## config.mk

```make
export PLATFORM = sky130hd
export DESIGN_NAME = bcd_xs3_seq
export DESIGN_NICKNAME = d
export VERILOG_FILES = /design/src/rtl/xs3_pkg.sv /design/src/rtl/xs3_digit.sv /design/src/rtl/bcd_xs3_seq.sv
export SDC_FILE = /design/constraint.sdc
export NUM_CORES = 1
export LEC_CHECK = 0
export BUFFER_PORTS_ARGS = -buffer_cell sky130_fd_sc_hd__buf_2
export CAP_MARGIN = 20
export CORE_ASPECT_RATIO = 0.6
export CORE_UTILIZATION = 40
export CTS_CLUSTER_DIAMETER = 120
export DETAILED_ROUTE_END_ITERATION = 8
export PLACE_DENSITY = 0.71
export SLEW_MARGIN = 40
export SYNTH_ARGS = -nofsm -noshare
export SYNTH_HDL_FRONTEND = slang
export SYNTH_SLANG_ARGS = --single-unit
export TNS_END_PERCENT = 1
```

## constraint.sdc

```tcl
create_clock -name clk -period 2.7 [get_ports clk]
set_clock_uncertainty 0.15 [all_clocks]
set_input_delay 0.675 -clock clk [delete_from_list [all_inputs] [get_ports clk]]
set_output_delay 0.675 -clock clk [all_outputs]
set_load 0.02 [all_outputs]
```

## src/rtl/xs3_pkg.sv

```systemverilog
// rtl/xs3_pkg.sv - shared types and constants for the sequential BCD to Excess-3 converter
package xs3_pkg;

  localparam int DIGIT_W = 4;
  localparam logic [DIGIT_W-1:0] XS3_OFFSET = 4'd3;

  typedef enum logic [1:0] {
    IDLE = 2'd0,
    CONV = 2'd1,
    DONE = 2'd2
  } state_t;

endpackage

```

## src/rtl/xs3_digit.sv

```systemverilog
// rtl/xs3_digit.sv - stateless single-digit BCD to Excess-3 converter with invalid-digit flag
module xs3_digit
  import xs3_pkg::*;
(
  input  logic [DIGIT_W-1:0] bcd,
  output logic [DIGIT_W-1:0] xs3,
  output logic               invalid
);

  // Wraps modulo 16, so codes 10..15 still produce a defined nibble.
  assign xs3     = bcd + XS3_OFFSET;
  assign invalid = (bcd > 4'd9);

endmodule

```

## src/rtl/bcd_xs3_seq.sv

```systemverilog
// rtl/bcd_xs3_seq.sv - multi-digit BCD to Excess-3 converter, one digit per cycle, LSD first
// Optional invalid-digit abort enabled by defining XS3_ERR_CHECK_EN.
module bcd_xs3_seq
  import xs3_pkg::*;
#(
  parameter int NDIG = 4
) (
  input  logic                  clk,
  input  logic                  rst,
  input  logic                  start,
  input  logic [DIGIT_W*NDIG-1:0] bcd_in,
  output logic                  ready,
  output logic                  busy,
  output logic                  done,
  output logic [DIGIT_W*NDIG-1:0] xs3_out,
  output logic                  err
);

  localparam int W     = DIGIT_W * NDIG;
  localparam int IDX_W = (NDIG > 1) ? $clog2(NDIG) : 1;
  localparam logic [IDX_W-1:0] LAST_IDX = IDX_W'(NDIG - 1);

`ifdef XS3_ERR_CHECK_EN
  localparam bit ERR_EN = 1'b1;
`else
  localparam bit ERR_EN = 1'b0;
`endif

  state_t             state;
  state_t             state_nxt;
  logic [W-1:0]       operand;
  logic [W-1:0]       work;
  logic [W-1:0]       work_nxt;
  logic [W-1:0]       xs3_q;
  logic [IDX_W-1:0]   idx;
  logic               err_q;
  logic [DIGIT_W-1:0] dig_bcd;
  logic [DIGIT_W-1:0] dig_xs3;
  logic               dig_invalid;
  logic               abort;
  logic               last;

  assign dig_bcd = operand[DIGIT_W*int'(idx) +: DIGIT_W];

  xs3_digit u_digit (
    .bcd     (dig_bcd),
    .xs3     (dig_xs3),
    .invalid (dig_invalid)
  );

  assign last  = (idx == LAST_IDX);
  assign abort = ERR_EN && dig_invalid;

  always_comb begin
    work_nxt = work;
    work_nxt[DIGIT_W*int'(idx) +: DIGIT_W] = dig_xs3;
  end

  always_comb begin
    state_nxt = state;
    case (state)
      IDLE:    if (start) state_nxt = CONV;
      CONV:    if (abort || last) state_nxt = DONE;
      DONE:    state_nxt = IDLE;
      default: state_nxt = IDLE;
    endcase
  end

  always_ff @(posedge clk) begin
    if (rst) state <= IDLE;
    else     state <= state_nxt;
  end

  // The final nibble goes straight into xs3_q so the result is visible on DONE entry.
  always_ff @(posedge clk) begin
    if (rst) begin
      operand <= '0;
      work    <= '0;
      xs3_q   <= '0;
      idx     <= '0;
      err_q   <= 1'b0;
    end else begin
      case (state)
        IDLE: begin
          if (start) begin
            operand <= bcd_in;
            idx     <= '0;
            err_q   <= 1'b0;
          end
        end
        CONV: begin
          if (abort) begin
            err_q <= 1'b1;
          end else begin
            work <= work_nxt;
            if (last) xs3_q <= work_nxt;
            else      idx   <= idx + 1'b1;
          end
        end
        default: ;
      endcase
    end
  end

  assign ready   = (state == IDLE);
  assign busy    = (state == CONV);
  assign done    = (state == DONE);
  assign xs3_out = xs3_q;
  assign err     = ERR_EN & err_q;

endmodule
```

==> results of run 1 <==
worst paths after layout:
path                                   from          end  slack (ns)  depth (start not counted)
worst max-delay path                 idx[0]  xs3_out[14]        0.21                          6
worst min-delay path            operand[15]  operand[15]        0.31                          2
worst max register to register       idx[0]  xs3_out[14]        0.21                          6
worst min register to register  operand[15]  operand[15]        0.31                          2
worst min-delay path: stages (launching register included):
cell and delay, ns:
dfxtp_1 0.31, nand2_1 0.05, a21oi_1 0.05
synth_stat cells:
cell type | number | area, um2
a22oi_1 | 6 | 45.04
nor3b_1 | 2 | 15.01
a211oi_1 | 14 | 105.1
nor3_1 | 9 | 45.04
nand2_1 | 46 | 172.7
buf_2 | 1 | 5.000
o41ai_2 | 2 | 32.53
o21a_1 | 1 | 7.510
o2111ai_1 | 1 | 8.760
nand2b_1 | 1 | 6.260
nor4_1 | 1 | 6.260
and4b_1 | 1 | 10.01
nand3_1 | 4 | 20.02
dfxtp_1 | 52 | 1041
clkbuf_1 | 10 | 37.54
or4bb_1 | 1 | 11.26
nor4b_1 | 4 | 35.03
nor2b_1 | 1 | 6.260
and3b_1 | 1 | 8.760
nor4b_2 | 1 | 15.01
nor2_1 | 34 | 127.6
mux4_2 | 1 | 22.52
buf_4 | 1 | 7.510
a32oi_1 | 3 | 26.28
buf_1 | 2 | 7.510
inv_1 | 10 | 37.54
conb_1 | 1 | 3.750
xnor2_2 | 2 | 32.53
nand4b_1 | 1 | 8.760
a211o_1 | 4 | 35.03
o41ai_1 | 2 | 17.52
buf_6 | 1 | 11.26
a221oi_1 | 4 | 35.03
mux4_1 | 3 | 78.83
nand4bb_1 | 2 | 22.52
ha_1 | 7 | 87.58
o21ai_0 | 4 | 20.02
a21oi_1 | 27 | 135.1
power by group through the flow:
stage | Clock (mW) | Combinational, mW | Sequential, mW
final | 0.463 | 0.222 | 0.817
after global routing | 0.508 | 0.245 | 0.822
after CTS | 0.472 | 0.219 | 0.817
after detailed placement | 0 | 0.217 | 0.834
after global placement | 0 | 0.215 | 0.834
after floorplan | 0 | 0.158 | 0.829
per-layer routing:
metal,vias to the layer above,GRT usage (%),wire (um)
met4,0,6.418,57
met2,53,27.98,2155
met5,-,0,0
met3,8,4.313,355
met1,972,31.04,3029
li1,1032,-,-
through the flow:
step,power [mW],hold slack (ns)
2_1_floorplan,0.9863,0.2815
3_3_place_gp,1.049,0.2899
3_5_place_dp,1.051,0.2970
4_1_cts,1.508,0.3092
5_1_grt,1.574,0.3388
6_report,1.501,0.3087
kinds of logic after synthesis:
| group | count (synthesis) | share of synthesized area, % |
|---|---|---|
| other | 1 | 0.1595 |
| AOI/OAI and AO/OA | 68 | 19.90 |
| and+or+nand+nor | 109 | 21.71 |
| muxes | 4 | 4.311 |
| DFF | 52 | 44.28 |
| adders and majority gates | 7 | 3.725 |
| xor gates and xnor gates | 2 | 1.384 |
| buffers and inverters | 25 | 4.524 |
area by class of cell:
type                       count  area [um2]  area share (%)
sequential                    52        1041           38.18
clock buffer                   7       86.33           3.167
multi-input combinational    191        1209           44.33
inverter                      10       37.54           1.377
clock inverter                 1       7.507          0.2754
tap                           80       100.1           3.671
timing repair buffer          45       245.2           8.995
state kept, by name, indices dropped and copies added (netlist names):
name,count
idx,2
operand,16
state,2
work,16
xs3_out,16
==> results.py, run 1 <==
metrics = {
    "clock_network": {
        "cts_tree": "yes",
        "insertion_delay_ns": 0.31,
        "h-tree-depth": 2,
        "post_cts_buffers": 0,
        "root_buffer": "clkbuf_8",
        "clockBufferDepth": 2,
        "cts_sinks": 52,
        "path_clk_slew_ns": 0.09,
        "hold_buffers": 0,
        "cts_made_buffers": 5,
        "post_cts_resized": 0,
    },
    "sta": {
        "fin_setup_tns_ns": 0,
        "fmax_ghz": 0.4016,
        "setup-violations-final": 0,
        "fin_crit_sh_pct": 92.22,
        "drv_slew": 0,
        "hold_viol": 0,
        "worst_slew_pin_slew_ns": 0.6746,
        "worst_slack_ns": 0.2101,
        "rsz0062_at_grt": "no",
        "min_period_ns": 2.490,
        "slew_headroom_pct": 54.40,
    },
    "finish": {
        "design_area_mm2": 0.002726,
        "most-common-layout-cells": "52 x dfxtp_1, 46 x nand2_1, 37 x buf_2",
        "drive_above_1_share_pct": 19.28,
        "final_nets": 331,
        "utilization_pct": 48.49,
        "num_antenna_cells": 0,
        "fillerInstances": 583,
        "area_growth_pct": 15.97,
        "final_common_cell": "dfxtp_1",
        "final_cells": 386,
    },
    "global_route": {
        "antenna_found_initial": 0,
        "grt_usage_pct": 20.24,
        "first_global_vias": 1911,
        "overflow": 0,
        "grt_max_degree": 49,
        "grt_pass1_wl_um": 9390,
    },
    "critical_path": {
        "worst-path-buf-inv": 1,
        "cp_slowest_cell": "mux4_1",
        "end_kind": "flop",
        "path_cells": "mux4_1 > inv_1 > ha_1 > xnor2_2 > a221oi_1 > nor3_1",
        "critPathMaxFanout": 9,
        "cp-start-kind": "flop",
        "crit_required_ns": 2.73,
        "cp.arrival_ns": 2.52,
        "critical_path_class": "reg -> reg",
        "critPathMaxStageDelay_ns": 0.64,
        "crit_family": "multiplexers",
    },
    "drt": {
        "wl_per_cell_um": 14.50,
        "drt-total-wl_um": 5597,
        "via_per_inst": 5.350,
        "first_pass_iters": 4,
        "vias": 2065,
        "drtIter0Drc": 122,
        "detail-route-antenna-nets": 0,
        "drc": 0,
    },
    "logic_synthesis": {
        "netlist_area_mm2": 0.002351,
        "synthesis.nets": 294,
        "yosysWarningCount": 0,
        "ys_ff_latch": 52,
        "synth_cells": 268,
        "ys_types": 38,
        "ys_seq_area_share_pct": 44.28,
        "avgSynthCellArea_um2": 8.772,
    },
    "floorplan": {
        "start_util_pct": 41.81,
        "die_y_um": 61.39,
        "ios": 39,
        "die_w_um": 101.0,
        "coreArea_mm2": 0.005623,
        "fp-row-count": 21,
        "dieArea_mm2": 0.006198,
    },
    "pwr": {
        "p_int_mw": 1.086,
        "p_clk_share_pct": 30.8,
        "p_leak_nw": 1.114,
        "power_frac_comb_pct": 14.8,
        "ir_drop_mv": 0.2781,
        "switching_share_pct": 27.69,
        "p_switching_uw": 415.8,
        "pwr-share-seq_pct": 54.4,
        "p_per_area_mw_per_mm2": 550.7,
    },
    "outcome": {
        "status": "finished clean",
    },
    "place": {
        "place.gp.congestion": 0.8720,
        "place_ws_ns": 0.3140,
        "io_buffers": 37,
        "dpl_cell_area_mm2": 0.002633,
        "hpwl_um": 4026,
        "placedCellCount": 378,
    },
    "run": {
        "max-cap-violations": 0,
    },
    "worst_hold_path": {
        "holdCritPathClass": "reg -> reg",
    },
}
No activity file was read; power rests on OpenSTA's default activity.
==> inputs of run 2 (changes only) <==
CORE_MARGIN = 2   (was unset)
SYNTH_HIERARCHICAL = 1   (was unset)
==> run 2 against run 1 <==
Sequential power is 1% lower; combinational power is 8% lower; clock power is 4% lower; sequential cell count stayed put; worst hold slack better by 0.0015 ns; area after synthesis is 4.4% higher; critical path type unchanged; first-iteration DRC count is 0.82% higher; fmax is 5.0% higher.
==> results.py, run 2 <==
metrics = {
    "finish": {
        "area_growth_pct": 12.54,
        "most-common-layout-cells": "52 x dfxtp_1, 37 x buf_2, 32 x nand2_1",
        "final_common_cell": "dfxtp_1",
        "num_antenna_cells": 0,
        "design_area_mm2": 0.002761,
        "final_nets": 323,
        "fillerInstances": 592,
        "final_cells": 382,
        "drive_above_1_share_pct": 23.49,
    },
    "logic_synthesis": {
        "avgSynthCellArea_um2": 9.329,
        "synthesis.nets": 289,
        "synth_cells": 263,
        "yosysWarningCount": 6,
        "netlist_area_mm2": 0.002454,
    },
    "drt": {
        "drc": 0,
        "via_per_inst": 5.322,
        "wl_per_cell_um": 13.97,
        "first_pass_iters": 4,
        "vias": 2033,
        "drt-total-wl_um": 5335,
        "detail-route-antenna-nets": 0,
        "drtIter0Drc": 123,
    },
    "critical_path": {
        "critical_path_class": "reg -> reg",
        "worst-path-buf-inv": 2,
        "critPathMaxFanout": 10,
        "crit_required_ns": 2.75,
        "crit_cells": 6,
        "path_cells": "buf_4 > inv_1 > ha_1 > nor3b_4 > nand4_1 > a311oi_1",
        "cp.arrival_ns": 2.42,
        "critPathMaxStageDelay_ns": 0.51,
        "r2r-start": "idx[0]",
        "cp_slowest_cell": "dfxtp_1",
        "crit_family": "simple AND/OR/NAND/NOR gates",
        "end_kind": "flop",
        "ff2ff_path_depth": 6,
        "cp-start-kind": "flop",
        "reg2reg_slack_ns": 0.33,
        "timing.rr.end": "xs3_out[5]",
    },
    "sta": {
        "fin_crit_sh_pct": 87.80,
        "worst_slew_pin_slew_ns": 0.6386,
        "rsz0062_at_grt": "no",
        "fmax_ghz": 0.4218,
        "worst_slack_ns": 0.3293,
        "setup-violations-final": 0,
        "slew_headroom_pct": 57.43,
        "fin_setup_tns_ns": 0,
        "hold_viol": 0,
        "drv_slew": 0,
        "min_period_ns": 2.371,
    },
    "worst_hold_path": {
        "holdPathEnd": "operand[10]",
        "whs_path_depth": 2,
        "hp-start": "operand[10]",
        "holdCritPathClass": "reg -> reg",
    },
    "global_route": {
        "antenna_found_initial": 0,
        "grt_max_degree": 29,
        "grt_pass1_wl_um": 8749,
        "overflow": 0,
        "grt_usage_pct": 15.97,
        "first_global_vias": 1831,
    },
    "clock_network": {
        "insertion_delay_ns": 0.30,
        "post_cts_resized": 0,
        "cts_tree": "yes",
        "cts_made_buffers": 5,
        "root_buffer": "clkbuf_8",
        "h-tree-depth": 2,
        "cts_sinks": 52,
        "path_clk_slew_ns": 0.09,
        "post_cts_buffers": 0,
        "clockBufferDepth": 2,
        "hold_buffers": 0,
    },
    "floorplan": {
        "die_w_um": 105.1,
        "start_util_pct": 40.70,
        "fp-row-count": 22,
        "die_y_um": 64.67,
        "coreArea_mm2": 0.006028,
        "ios": 39,
        "dieArea_mm2": 0.006797,
    },
    "place": {
        "place_ws_ns": 0.3358,
        "hpwl_um": 3844,
        "placedCellCount": 374,
        "dpl_cell_area_mm2": 0.002671,
        "place.gp.congestion": 0.7732,
        "io_buffers": 37,
    },
    "outcome": {
        "status": "finished clean",
    },
    "pwr": {
        "p_leak_nw": 1.011,
        "p_per_area_mw_per_mm2": 527.9,
        "ir_drop_mv": 0.1881,
        "p_total_mw": 1.458,
    },
    "run": {
        "max-cap-violations": 0,
    },
}
## run 2: changes by cell type in the layout (fill, tap and decap cells not counted), sizes merged, moves of 8 or more
| cell | before | now |
|---|---|---|
| a211oi | 14 | 0 |
| nand2 | 46 | 32 |
| a311oi | 0 | 12 |
| nand4 | 0 | 12 |
| o32ai | 0 | 12 |
| nand2b | 1 | 12 |
| nor2 | 34 | 23 |
| a21oi | 27 | 18 |
| inv | 10 | 18 |
## run 2: worst reg2reg max path, delay by kind of cell, from the launching register on
kind	cells	cell delay (ns)
DFF	1	0.51
buffers and inverters	2	0.38
adders and majority gates	1	0.39
and+or+nand+nor	2	0.57
AOI/OAI and AO/OA	1	0.28
## run 2: power breakdown
group,internal [mW],switching [mW]
sequential,0.789,0.0196
clock,0.209,0.234
combinational,0.0798,0.126
## run 2: through the flow
stage | hold slack, ns | utilization (%)
finish | 0.3102 | 45.81
global placement | 0.2958 | 44.31
global route | 0.3400 | 45.81
CTS | 0.3107 | 45.81
detailed placement | 0.2988 | 44.31
floorplan | 0.2831 | -
## run 2: cell type report
cell class / count / area [um2] / area share (%)
flip-flops and latches: 52 / 1041 / 37.70
clock buffers: 8 / 90.09 / 3.262
well taps: 84 / 105.1 / 3.806
inverters: 18 / 67.56 / 2.447
repair buffers: 47 / 260.3 / 9.425
multi-input cells: 173 / 1197 / 43.36
## run 2: per-layer routing
metal / GRT usage, % / share of wire [%] / vias to the layer above
met4: 4.500 / 0.37 / 0
li1: - / - / 1008
met1: 23.68 / 52 / 972
met5: 0 / 0 / -
met2: 22.81 / 42 / 49
met3: 3.924 / 5.9 / 4
## run 2: how the worst max path moves through the flow
stage / end / slack [ns] / startpoint
after floorplan: xs3_out[14] / 0.34 / idx[0]
after global placement: xs3_out[10] / 0.47 / idx[0]
after detailed placement: xs3_out[5] / 0.34 / idx[0]
after CTS: xs3_out[5] / 0.31 / idx[0]
after global routing: xs3_out[5] / 0.11 / idx[0]
final: xs3_out[5] / 0.33 / idx[0]
